$ cat config.mk
export PLATFORM = sky130hd
export DESIGN_NAME = ksa_swapper
export DESIGN_NICKNAME = d
export VERILOG_FILES = /design/src/rtl/rc4_pkg.sv /design/src/rtl/key_byte_sel.sv /design/src/rtl/ksa_swapper.sv
export SDC_FILE = /design/constraint.sdc
export NUM_CORES = 1
export LEC_CHECK = 0
export ABC_AREA = 1
export ABC_CLOCK_PERIOD_IN_PS = 3500
export CAP_MARGIN = 20
export CELL_PAD_IN_SITES_DETAIL_PLACEMENT = 2
export CELL_PAD_IN_SITES_GLOBAL_PLACEMENT = 2
export CORE_ASPECT_RATIO = 1.25
export CORE_MARGIN = 5
export CORE_UTILIZATION = 33
export DETAILED_ROUTE_END_ITERATION = 6
export PLACE_DENSITY_LB_ADDON = 0.1
export SYNTH_ARGS = -nofsm -noshare
export SYNTH_HDL_FRONTEND = slang
export SYNTH_HIERARCHICAL = 1
export SYNTH_SLANG_ARGS = --single-unit
export TNS_END_PERCENT = 100
$ cat constraint.sdc
create_clock -name clk -period 3.5 [get_ports clk]
set_input_delay 0.7 -clock clk [delete_from_list [all_inputs] [get_ports clk]]
set_output_delay 0.7 -clock clk [all_outputs]
set_load 0.005 [all_outputs]
$ cat src/rtl/rc4_pkg.sv
`timescale 1ns/1ps
`default_nettype none
// ============================================================================
// Module      : rc4_pkg
// Description : Shared types and constants for the RC4 key-scheduling stage:
//               byte type, S-array size, default key length and the KSA
//               state encoding.
// Revision    : 1.0 - initial release
// ============================================================================
package rc4_pkg;

  // One S-array entry / one key byte
  typedef logic [7:0] byte_t;

  // Number of entries in the S RAM
  localparam int S_SIZE = 256;

  // Default secret key length in bytes
  localparam int KEY_BYTES_DEFAULT = 3;

  // Width of the KSA state register
  localparam int KSA_STATE_W = 4;

  // KSA sequencer states; each iteration walks READ_I .. WRITE_J (8 cycles)
  typedef enum logic [KSA_STATE_W-1:0] {
    IDLE    = 4'd0,
    READ_I  = 4'd1,
    WAIT_I  = 4'd2,
    LATCH_I = 4'd3,
    READ_J  = 4'd4,
    WAIT_J  = 4'd5,
    LATCH_J = 4'd6,
    WRITE_I = 4'd7,
    WRITE_J = 4'd8,
    DONE    = 4'd9
  } ksa_state_t;

endpackage : rc4_pkg
`default_nettype wire

$ cat src/rtl/key_byte_sel.sv
`timescale 1ns/1ps
`default_nettype none
// ============================================================================
// Module      : key_byte_sel
// Description : Combinational key-byte selector. Byte 0 of the key is the
//               most significant byte of the key vector, so index k picks
//               bits [8*(KEY_BYTES-1-k) +: 8].
// Revision    : 1.0 - initial release
// ============================================================================
module key_byte_sel
  import rc4_pkg::*;
#(
  parameter int KEY_BYTES = KEY_BYTES_DEFAULT,
  parameter int IDX_W     = (KEY_BYTES > 1) ? $clog2(KEY_BYTES) : 1
) (
  input  logic [8*KEY_BYTES-1:0] i_key,
  input  logic [IDX_W-1:0]       i_key_idx,
  output byte_t                  o_key_byte
);

  // Priority-free one-hot style mux over the key bytes; out-of-range
  // indices (never produced by the wrapping counter) yield zero.
  always_comb begin
    o_key_byte = '0;
    for (int k = 0; k < KEY_BYTES; k++) begin
      if (i_key_idx == k[IDX_W-1:0]) begin
        o_key_byte = i_key[8*(KEY_BYTES-1-k) +: 8];
      end
    end
  end

endmodule : key_byte_sel
`default_nettype wire

$ cat src/rtl/ksa_swapper.sv
`timescale 1ns/1ps
`default_nettype none
// ============================================================================
// Module      : ksa_swapper
// Description : RC4 key-scheduling stage. For i = 0..255 computes
//               j = j + S[i] + key[i mod KEY_BYTES] and swaps S[i] / S[j]
//               in an external single-port 256x8 RAM. All RAM-side outputs
//               are registered: they are decoded from the next state so that
//               each value is present for the whole cycle of its state.
// Revision    : 1.0 - initial release
// ============================================================================
module ksa_swapper
  import rc4_pkg::*;
#(
  parameter int KEY_BYTES = KEY_BYTES_DEFAULT
) (
  input  logic                   clk,
  input  logic                   reset_n,
  input  logic                   start,
  input  logic [8*KEY_BYTES-1:0] key,
  input  byte_t                  s_q,
  output byte_t                  s_address,
  output byte_t                  s_data,
  output logic                   s_wren,
  output logic                   busy,
  output logic                   finish
);

  localparam int               IDX_W          = (KEY_BYTES > 1) ? $clog2(KEY_BYTES) : 1;
  localparam logic [IDX_W-1:0] C_KEY_IDX_LAST = IDX_W'(KEY_BYTES - 1);
  localparam byte_t            C_I_LAST       = byte_t'(S_SIZE - 1);

  // Registered state
  ksa_state_t             r_state;
  logic [8*KEY_BYTES-1:0] r_key;
  byte_t                  r_i;
  byte_t                  r_j;
  byte_t                  r_si;
  byte_t                  r_sj;
  logic [IDX_W-1:0]       r_key_idx;
  byte_t                  r_s_address;
  byte_t                  r_s_data;
  logic                   r_s_wren;
  logic                   r_busy;
  logic                   r_finish;

  // Next-state values
  ksa_state_t             w_state_nxt;
  logic [8*KEY_BYTES-1:0] w_key_nxt;
  byte_t                  w_i_nxt;
  byte_t                  w_j_nxt;
  byte_t                  w_si_nxt;
  byte_t                  w_sj_nxt;
  logic [IDX_W-1:0]       w_key_idx_nxt;
  byte_t                  w_s_address_nxt;
  byte_t                  w_s_data_nxt;
  logic                   w_s_wren_nxt;
  logic                   w_busy_nxt;
  logic                   w_finish_nxt;
  byte_t                  w_key_byte;

  // Key byte for the current iteration, chosen from the latched key
  key_byte_sel #(
    .KEY_BYTES (KEY_BYTES),
    .IDX_W     (IDX_W)
  ) u_key_byte_sel (
    .i_key      (r_key),
    .i_key_idx  (r_key_idx),
    .o_key_byte (w_key_byte)
  );

  // State register; asynchronous reset drops the sequencer back to IDLE
  always_ff @(posedge clk or negedge reset_n) begin
    if (!reset_n) begin
      r_state <= IDLE;
    end else begin
      r_state <= w_state_nxt;
    end
  end

  // Next-state, datapath updates and output decode from the next state
  always_comb begin
    w_state_nxt     = r_state;
    w_key_nxt       = r_key;
    w_i_nxt         = r_i;
    w_j_nxt         = r_j;
    w_si_nxt        = r_si;
    w_sj_nxt        = r_sj;
    w_key_idx_nxt   = r_key_idx;
    w_s_address_nxt = r_s_address;
    w_s_data_nxt    = r_s_data;
    w_s_wren_nxt    = 1'b0;
    w_finish_nxt    = 1'b0;

    case (r_state)
      IDLE: begin
        if (start) begin
          w_key_nxt     = key;
          w_i_nxt       = '0;
          w_j_nxt       = '0;
          w_key_idx_nxt = '0;
          w_state_nxt   = READ_I;
        end
      end
      READ_I:  w_state_nxt = WAIT_I;
      WAIT_I:  w_state_nxt = LATCH_I;
      LATCH_I: begin
        w_si_nxt    = s_q;
        w_j_nxt     = r_j + s_q + w_key_byte;
        w_state_nxt = READ_J;
      end
      READ_J:  w_state_nxt = WAIT_J;
      WAIT_J:  w_state_nxt = LATCH_J;
      LATCH_J: begin
        w_sj_nxt    = s_q;
        w_state_nxt = WRITE_I;
      end
      WRITE_I: w_state_nxt = WRITE_J;
      WRITE_J: begin
        if (r_i == C_I_LAST) begin
          w_state_nxt = DONE;
        end else begin
          w_i_nxt       = r_i + 8'd1;
          w_key_idx_nxt = (r_key_idx == C_KEY_IDX_LAST) ? '0 : r_key_idx + IDX_W'(1);
          w_state_nxt   = READ_I;
        end
      end
      DONE:    w_state_nxt = IDLE;
      default: w_state_nxt = IDLE;
    endcase

    // The RAM port presents during state X what X asks for, so the
    // registered outputs are loaded from the state being entered. In the
    // i==j case both writes carry S[i], leaving the array unchanged.
    case (w_state_nxt)
      READ_I:  w_s_address_nxt = w_i_nxt;
      READ_J:  w_s_address_nxt = w_j_nxt;
      WRITE_I: begin
        w_s_address_nxt = w_i_nxt;
        w_s_data_nxt    = w_sj_nxt;
        w_s_wren_nxt    = 1'b1;
      end
      WRITE_J: begin
        w_s_address_nxt = w_j_nxt;
        w_s_data_nxt    = w_si_nxt;
        w_s_wren_nxt    = 1'b1;
      end
      DONE:    w_finish_nxt = 1'b1;
      default: ;
    endcase

    w_busy_nxt = (w_state_nxt != IDLE);
  end

  // Datapath and registered RAM/status outputs
  always_ff @(posedge clk or negedge reset_n) begin
    if (!reset_n) begin
      r_key       <= '0;
      r_i         <= '0;
      r_j         <= '0;
      r_si        <= '0;
      r_sj        <= '0;
      r_key_idx   <= '0;
      r_s_address <= '0;
      r_s_data    <= '0;
      r_s_wren    <= 1'b0;
      r_busy      <= 1'b0;
      r_finish    <= 1'b0;
    end else begin
      r_key       <= w_key_nxt;
      r_i         <= w_i_nxt;
      r_j         <= w_j_nxt;
      r_si        <= w_si_nxt;
      r_sj        <= w_sj_nxt;
      r_key_idx   <= w_key_idx_nxt;
      r_s_address <= w_s_address_nxt;
      r_s_data    <= w_s_data_nxt;
      r_s_wren    <= w_s_wren_nxt;
      r_busy      <= w_busy_nxt;
      r_finish    <= w_finish_nxt;
    end
  end

  assign s_address = r_s_address;
  assign s_data    = r_s_data;
  assign s_wren    = r_s_wren;
  assign busy      = r_busy;
  assign finish    = r_finish;

endmodule : ksa_swapper
`default_nettype wire

Yosys cells after proc, flatten, opt, wreduce, memory -nomap -nowiden
Index checks and enable logic that the tools add are counted.

Register bits: 81. Output and inout bits: 19.

Mux-type cells: 21. $add $sub $neg: 4. Reduce and logical (&&, ||, !) cells: 11. Equality and inequality tests: 18.

Operator list (count): $mux W8 (8); $pmux W8 S2 (4); $pmux W4 S9 (1); $eq A4 B3 Y1 const B (6); $add A8 B8 Y8 (2); $eq A4 B4 Y1 const B (3); $add A8 B1 Y8 const B (1); $eq A4 B1 Y1 const B (2); $eq A4 B2 Y1 const B (2); $eq A8 B8 Y1 const B (1); $mux W4 (2); $mux W2 (3); $reduce_bool A2 Y1 (3); $reduce_or A2 Y1 (3); $logic_not A4 Y1 (1); $ne A2 B2 Y1 const B (2); $pmux W2 S2 (1); $reduce_bool A4 Y1 (1); $reduce_and A3 Y1 (1); $add A2 B1 Y2 const B (1); $eq A2 B1 Y1 const B (1); $eq A2 B2 Y1 const B (1); $logic_not A2 Y1 (1); $mux W1 (2); $reduce_and A2 Y1 (1).

Logic depth before layout (Yosys ltp)
Gate-level depths: netlist (run 1).

Depth after elaboration: 7. Mapped depth: 17. Depth with buffers taken out: 16.

Hierarchy
Netlist (run 1), hierarchy kept.

Modules (own cells, without submodules): ksa_swapper (area each 3631.0 um^2, times used 1, cells each 395); key_byte_sel (area each 187.7 um^2, times used 1, cells each 37).

Least setup slack after synthesis (run 1)
No wires, ideal clock.

Path type: reg-to-reg. Start point: register r_key_idx[1]. End point: register r_s_address[5], in the netlist s_address[5]. Clock period less this slack: 2.589 ns. Cell stages (with the launch flop): 16. Required time: 3.376 ns. Setup slack: 0.911 ns. Data arrival time: 2.466 ns. Cells stage by stage: dfrtp_1 buf_6 nor2_4 nand2_1 nand3_1 inv_1 fa_1 inv_1 ha_1 fa_1 a21oi_1 nand2_1 nand2_1 o21ai_1 nand2_1 nand3_1.

Cells in the longest elaborated chain, start to end: 7. Elaborated cells on any way between the ends: 9. Those cells by class: 1 x add/sub; 2 x eq/ne; 5 x mux; 1 x reduce/logical.

RTL lines: from (decl) (line ksa_swapper.sv:40) `logic [IDX_W-1:0] r_key_idx;`; from (signal assigned) (line ksa_swapper.sv:175) `r_key_idx <= w_key_idx_nxt;`; $logic_not A2 Y1 (line key_byte_sel.sv:26) `if (i_key_idx == k[IDX_W-1:0]) begin`; $mux W8 (2 in a row) (line key_byte_sel.sv:26); $mux W8 (*) (line key_byte_sel.sv:26); named net w_key_byte[1] (line ksa_swapper.sv:60) `byte_t w_key_byte;`; $add A8 B8 Y8 (*) (line ksa_swapper.sv:109) `w_j_nxt = r_j + s_q + w_key_byte;`; $pmux W8 S2 (*) (line ksa_swapper.sv:95) `case (r_state)`; named net w_j_nxt[5] (line ksa_swapper.sv:51) `byte_t w_j_nxt;`; $pmux W8 S2 (*) (line ksa_swapper.sv:135) `case (w_state_nxt)`; to (signal assigned) (line ksa_swapper.sv:176) `r_s_address <= w_s_address_nxt;`; to (decl) (line ksa_swapper.sv:41) `byte_t r_s_address;`.

Mark *: on every way through the listed nets, which the timed path passes. The rest lies on a longest branch. A chain may end at the register's enable or synchronous reset.

Worst setup path after layout (run 1)
Start point: register r_key_idx[0]. End point: register r_s_address[7], in the netlist s_address[7].

Cells in the longest elaborated chain, start to end: 7. Elaborated cells on any way between the ends: 9. Those cells by class: 1 x add/sub; 2 x eq/ne; 5 x mux; 1 x reduce/logical.

RTL lines (line): $logic_not A2 Y1 (key_byte_sel.sv:26); $mux W8 (2 in a row) (key_byte_sel.sv:26); $mux W8 (*) (key_byte_sel.sv:26); named net w_key_byte[1] (ksa_swapper.sv:60); $add A8 B8 Y8 (*) (ksa_swapper.sv:109); $pmux W8 S2 (*) (ksa_swapper.sv:95); $pmux W8 S2 (*) (ksa_swapper.sv:135).

Marked as above.

==> flow_metrics.env, run 1 <==
export IMPL_avgSynthCellArea_um2=8.84
export IMPL_postCtsResizedCells=0
export IMPL_track_usage_pct=17.1
export IMPL_clkLatencyLatePin_ps=340
export IMPL_clkSinkCount=73
export IMPL_syn_inst=432
export IMPL_synth_area_mm2=0.00382
export IMPL_cts_made_buffers=9
export IMPL_met1_length_mm=4.25
export IMPL_drt_wl_total_mm=11.0
export IMPL_nNetsFinal=538
export IMPL_layout_commonest_cell="nand2_1"
export IMPL_cp_top_family="adder cells"
export IMPL_drv_slew=0
export IMPL_h_tree_depth=3
export IMPL_crit_top_cell="nand3_1"
export IMPL_die_w_um=106
export IMPL_leakage_nw=2.30
export IMPL_synth_area_leader_cell="dfrtp_1"
export IMPL_hold_path_class="in -> async"
export IMPL_first_pass_iters=4
export IMPL_chipHeight_um=130
export IMPL_post_cts_buffers=0
export IMPL_skew_ps=10.6
export IMPL_fin_total_pwr_w=0.00455
export IMPL_drv_cap=0
export IMPL_critPathCaptureType="flop"
export IMPL_routed_top_layer="met4"
export IMPL_diodes=0
export IMPL_cpPeakStageDelay_ps=580
export IMPL_wl_per_cell_um=17.4
export IMPL_ctsHoldBuffers=0
export IMPL_wl_met2_mm=6.26
export IMPL_powerDensity_mw_per_mm2=952
export IMPL_drt_iter0_drc=79
export IMPL_remaining_drc_errors=0
export IMPL_whs_ps=497
export IMPL_ioPinCount=54
export IMPL_clock_path_buffers=2
export IMPL_worstSetupPathType="reg -> reg"
export IMPL_grt_start_max_net_pins=74
export IMPL_cts_clk_slew_worst_paths_ps=60
export IMPL_post_route_min_period_ps=3080
export IMPL_layout_common_cells="112 x nand2_1, 73 x dfrtp_1, 61 x nand3_1, 52 x clkdlybuf4s50_1, 46 x inv_1"
export IMPL_syn_nets=482
export IMPL_wl_met3_um=321
export IMPL_yosys_warnings=6
export IMPL_reg2reg_depth=16
export IMPL_fill_cells=1278
export IMPL_crit_slowest_cell="dfrtp_1"
export IMPL_min_period_over_period_pct=88.0
export IMPL_ir_worst_vdd_uv=337
export IMPL_worst_ep_required_time_ps=3720
export IMPL_grt_pass1_vias=3523
export IMPL_cp_arrival_ps=3300
export IMPL_die_area_mm2=0.0138
export IMPL_port_buffers=53
export IMPL_cts_root_buf="clkbuf_16"
export IMPL_ys_top_cells_by_area="dfrtp_1 48%, nand2_1 11%, nand3_1 8.0%"
export IMPL_crit_path_max_fanout=12
export IMPL_synth_seq_cells=73
export IMPL_tns_ps=0
export IMPL_dp_final_hpwl_mm=8.45
export IMPL_postRouteAntennaNets=0
export IMPL_cp_cell_sequence="inv_2 > nand3_1 > nand3_1 > inv_1 > fa_1 > inv_1 > ha_1 > fa_1 > inv_1 > nor3_1 > nor2_1 > nand2_1 > nand3_1 > nand3_1 > nand2_1 > nor2_1"
export IMPL_coreArea_mm2=0.0115
export IMPL_grt_pass1_wl_mm=18.2
export IMPL_reg2reg_to="s_address[7]$_DFFE_PN0P_"
export IMPL_r2r_start="r_key_idx[0]$_DFFE_PN0P_"
export IMPL_tightestPinTransition_ps=975
export IMPL_synth_seq_area_share_pct=47.8
export IMPL_cts_tree="built"
export IMPL_yosys_area_top_type_share_pct=47.8
export IMPL_finalSetupViolations=0
export IMPL_vias=3139
export IMPL_antenna_found_initial=0
export IMPL_reg2reg_slack_ps=420
export IMPL_relSlewSlack_pct=35.0
export IMPL_start_util_pct=33.2
export IMPL_crit_buf_inv=4
export IMPL_startpoint="r_key_idx[0]$_DFFE_PN0P_"
export IMPL_synth_distinct_cells=28
export IMPL_area_growth_pct=25.2
export IMPL_finalHoldViolations=0
export IMPL_drive_gt1_share_pct=12.8
export IMPL_routed_via_density=4.98
export IMPL_fp_row_count=44
export IMPL_grt_ovfl_total=0
export IMPL_rsz0062_at_grt="no"
export IMPL_fmax_mhz=325
export IMPL_finalWeightedCongestion=0.779
export IMPL_status="finished clean"
export IMPL_startpoint_type="flop"
## logic make-up after synthesis
| kind of cell | after synthesis | share of synthesized area [%] |
|---|---|---|
| xor gates and xnor gates | 1 | 0.229 |
| AOI/OAI and AO/OA | 38 | 5.64 |
| muxes | 24 | 7.08 |
| DFF | 73 | 47.8 |
| adders and majority gates | 15 | 6.49 |
| and+or+nand+nor | 216 | 25.7 |
| buffers and inverters | 65 | 7.04 |
## registers in the layout (all words and copies together) (netlist names), 2 cells and up
signal,cells
r_key,24
r_i,8
r_j,8
r_si,8
s_address,8
s_data,8
r_state,4
r_key_idx,2
## Yosys cell counts
master	n
nand2_1	112
dfrtp_1	73
nand3_1	61
inv_1	46
mux2_2	24
nor2_1	23
o21ai_1	12
inv_2	9
o21ai_0	9
fa_1	8
o211ai_1	8
ha_1	7
a21oi_1	6
buf_2	5
nor2_4	4
nand2_4	3
nand3b_1	3
buf_6	2
clkbuf_1	2
nand2_2	2
nand3_2	2
nand4_1	2
nor2_2	2
nor3_1	2
o22ai_1	2
buf_4	1
o31ai_1	1
xnor2_1	1
## power by group
group	internal (W)	leakage (nW)	switching, W
clock	0.000620	0.149	0.000352
sequential	0.00123	0.913	0.000252
combinational	0.000874	1.24	0.00122
total	0.00272	2.30	0.00183
## stage by stage
| stage | cell area, um^2 | setup slack, ps | util (%) | instances |
|---|---|---|---|---|
| after floorplan | 3820 | 911 | - | 432 |
| after global placement | 4470 | 306 | 38.9 | 615 |
| after detailed placement | 4470 | 176 | 38.9 | 615 |
| after CTS | 4780 | 364 | 41.6 | 630 |
| after global routing | 4780 | 205 | 41.6 | 630 |
| final | 4780 | 421 | 41.6 | 630 |
## worst max path at each step
| stage | to | slack, ps | cells past startpoint |
|---|---|---|---|
| 2_1_floorplan | s_address[5]$_DFFE_PN0P_ | 910 | 15 |
| 3_3_place_gp | s_address[7]$_DFFE_PN0P_ | 310 | 14 |
| 3_5_place_dp | s_address[7]$_DFFE_PN0P_ | 180 | 14 |
| 4_1_cts | s_address[7]$_DFFE_PN0P_ | 360 | 16 |
| 5_1_grt | s_address[7]$_DFFE_PN0P_ | 210 | 16 |
| 6_report | s_address[7]$_DFFE_PN0P_ | 420 | 16 |
## routing by layer
layer | vias up | track usage (%)
li1 | 1511 | -
met1 | 1575 | 18.5
met2 | 44 | 33.2
met3 | 9 | 3.41
met4 | 0 | 5.49
met5 | - | 0
## layout make-up
class	instances	area, um^2	area share (%)
multi-input combinational	294	1720	36.0
tap	138	173	3.61
inverter	55	206	4.32
timing repair buffer	55	543	11.4
clock buffer	10	229	4.79
clock inverter	5	81.3	1.70
sequential	73	1830	38.2
No activity file was read; power rests on OpenSTA's default activity.
==> run 2, diff against run 1 <==
ABC_AREA = unset   (was 1)
ABC_CLOCK_PERIOD_IN_PS = unset   (was 3500)
CORE_UTILIZATION = 34   (was 33)
CTS_CLUSTER_DIAMETER = 150   (was unset)
==> run 2 against run 1 <==
Via count up 1.2%. Sequential cell count stayed put. Maximum frequency down 6.3%. Critical path depth down 4. Utilization rose by 1.9 points. Worst setup slack got worse by 210 ps. First-iteration DRC count down 41%. Clock skew is 1.9 ps lower. Largest cell class is now multi-input gates.
==> flow_metrics.env, run 2 <==
export IMPL_status="finished clean"
export IMPL_chipHeight_um=129
export IMPL_synth_seq_cells=73
export IMPL_reg2reg_depth=12
export IMPL_coreArea_mm2=0.0111
export IMPL_remaining_drc_errors=0
export IMPL_regMostFlops="r_key"
export IMPL_vias=3177
export IMPL_leakage_nw=2.23
export IMPL_area_growth_pct=25.7
export IMPL_first_pass_iters=4
export IMPL_whs_ps=474
export IMPL_worstSetupPathType="in -> reg"
export IMPL_fp_row_count=43
export IMPL_skew_ps=8.78
export IMPL_powerDensity_mw_per_mm2=1000
export IMPL_ir_worst_vdd_uv=386
export IMPL_yosys_warnings=6
export IMPL_diodes=0
export IMPL_synth_most_common_cell="nand2_1"
export IMPL_routed_via_density=5.30
export IMPL_finalHoldViolations=0
export IMPL_async_flop_share_pct=100
export IMPL_postRouteAntennaNets=0
export IMPL_cts_clk_slew_worst_paths_ps=50
export IMPL_finalWeightedCongestion=0.795
export IMPL_drv_cap=0
export IMPL_reg2reg_to="s_address[7]$_DFFE_PN0P_"
export IMPL_ys_top_cells_by_count="128 x nand2_1, 73 x dfrtp_1, 19 x nor2_1"
export IMPL_synth_distinct_cells=55
export IMPL_r2r_start="r_key_idx[0]$_DFFE_PN0P_"
export IMPL_die_w_um=105
export IMPL_avgSynthCellArea_um2=9.52
export IMPL_synth_area_leader_cell="dfrtp_1"
export IMPL_cts_root_buf="clkbuf_16"
export IMPL_critPathCaptureType="flop"
export IMPL_wl_per_cell_um=19.1
export IMPL_clock_path_buffers=2
export IMPL_post_route_min_period_ps=3290
export IMPL_fin_total_pwr_w=0.00483
export IMPL_drive_gt1_share_pct=8.82
export IMPL_min_period_over_period_pct=93.9
export IMPL_cts_made_buffers=9
export IMPL_cp_arrival_ps=3530
export IMPL_rsz0062_at_grt="no"
export IMPL_hold_path_class="reg -> reg"
export IMPL_drt_iter0_drc=47
export IMPL_syn_nets=452
export IMPL_startpoint_type="primary input"
export IMPL_layout_common_cells="128 x nand2_1, 72 x dfrtp_1, 52 x clkdlybuf4s50_1, 19 x nor2_1, 16 x buf_4"
export IMPL_ys_top_cells_by_area="dfrtp_1 48%, nand2_1 13%, fa_1 4.2%"
export IMPL_hold_start="r_key[9]$_DFFE_PN0P_"
export IMPL_h_tree_depth=3
export IMPL_dp_final_hpwl_mm=8.47
export IMPL_start_util_pct=34.5
export IMPL_synth_seq_area_share_pct=47.7
export IMPL_tns_ps=0
export IMPL_grt_ovfl_total=0
export IMPL_drt_wl_total_mm=11.5
export IMPL_nNetsFinal=510
export IMPL_clkSinkCount=73
export IMPL_yosys_area_top_type_share_pct=47.7
export IMPL_synth_area_mm2=0.00383
export IMPL_port_buffers=53
export IMPL_die_area_mm2=0.0135
export IMPL_ys_flop_type="dfrtp_1"
export IMPL_crit_path_max_fanout=2
export IMPL_ctsHoldBuffers=0
export IMPL_clkLatencyLatePin_ps=330
export IMPL_tightestPinTransition_ps=964
export IMPL_hold_end="r_key[9]$_DFFE_PN0P_"
export IMPL_grt_start_max_net_pins=74
export IMPL_track_usage_pct=17.9
export IMPL_syn_inst=402
export IMPL_grt_pass1_vias=3680
export IMPL_cts_tree="built"
export IMPL_antenna_found_initial=0
export IMPL_grt_pass1_wl_mm=19.1
export IMPL_layout_commonest_cell="nand2_1"
export IMPL_ioPinCount=54
export IMPL_worst_ep_required_time_ps=3740
export IMPL_fmax_mhz=304
export IMPL_synth_edf_count=0
export IMPL_largest_reg_flops=24
export IMPL_finalSetupViolations=0
export IMPL_drv_slew=0
export IMPL_min_path_cells=2
export IMPL_relSlewSlack_pct=35.8
export IMPL_reg2reg_slack_ps=240
[run 2: cell types whose count changed in the layout (fill, tap and decap cells not counted), moves of 9 or more]
cell	before	now
a31oi_1	0	10
buf_4	3	16
inv_1	46	8
inv_2	9	0
mux2_2	24	0
mux2i_1	0	9
nand2_1	112	128
nand3_1	61	10
o21ai_1	12	2
[run 2: area by class of cell]
| type | count | area [um^2] |
|---|---|---|
| Tap cell | 135 | 169 |
| Inverter | 8 | 30.0 |
| Multi-Input combinational cell | 300 | 1850 |
| Clock inverter | 3 | 40.0 |
| Fill cell | 1230 | 6270 |
| Timing Repair Buffer | 68 | 641 |
| Clock buffer | 13 | 250 |
| Sequential cell | 73 | 1830 |
[run 2: report_power, final]
| part | leakage, nW | internal [W] | switching [W] |
|---|---|---|---|
| clock network | 0.144 | 0.000570 | 0.000341 |
| logic | 1.17 | 0.00108 | 0.00133 |
| registers | 0.923 | 0.00120 | 0.000310 |
[run 2: worst max-delay path by stage]
stage | startpoint | to | cells past startpoint
after detailed placement | s_q[1] | s_address[7]$_DFFE_PN0P_ | 12
final | s_q[1] | s_address[7]$_DFFE_PN0P_ | 12
after global routing | s_q[1] | s_address[7]$_DFFE_PN0P_ | 12
after floorplan | r_key_idx[1]$_DFFE_PN0P_ | s_address[7]$_DFFE_PN0P_ | 14
after global placement | s_q[1] | s_address[7]$_DFFE_PN0P_ | 12
after CTS | r_key_idx[0]$_DFFE_PN0P_ | s_address[7]$_DFFE_PN0P_ | 12
[run 2: metrics by stage]
step / worst slack [ps] / cell area [um^2] / std cells / util, %
final: 214 / 4810 / 600 / 43.4
after global routing: 37.6 / 4810 / 600 / 43.4
after CTS: 74.9 / 4800 / 600 / 43.3
after detailed placement: -259 / 4510 / 584 / 40.7
after global placement: -172 / 4510 / 584 / 40.7
after floorplan: 319 / 3830 / 402 / -
[run 2: kinds of logic after synthesis]
family                     Yosys count  synth area share, %
adders and majority gates           15                 6.47
and+or+nand+nor                    193                 23.3
xor gates and xnor gates             7                 1.60
muxes                                9                 2.35
DFF                                 73                 47.7
buffers and inverters               29                 4.15
AOI/OAI and AO/OA                   76                 14.4
[run 2: repair_timing]
item / 4_1_cts / 5_1_grt
gates resized for setup: 1 / 3
pin swaps: 0 / 1
endpoints found under the setup margin: 1 / 1
buffers inserted: 0 / 0
[run 2: routing by layer]
metal  GRT usage, %  routed length (um)  part of all wire [%]  vias up
met5              0                   0                     0        -
met4           4.51                  59                  0.51        0
met3           3.51                 308                   2.7        4
met2           33.0                6220                    54       44
met1           21.2                4890                    43     1620
li1               -                   -                     -     1509
[run 2: worst max-delay path, cell delays in order]
cell,delay [ps]
clkdlybuf4s50_1,480
inv_1,70
fa_1,530
inv_1,40
ha_1,210
fa_1,420
a211oi_2,250
o21bai_1,140
a2111oi_2,320
buf_4,170
a221oi_1,40
a22oi_1,160
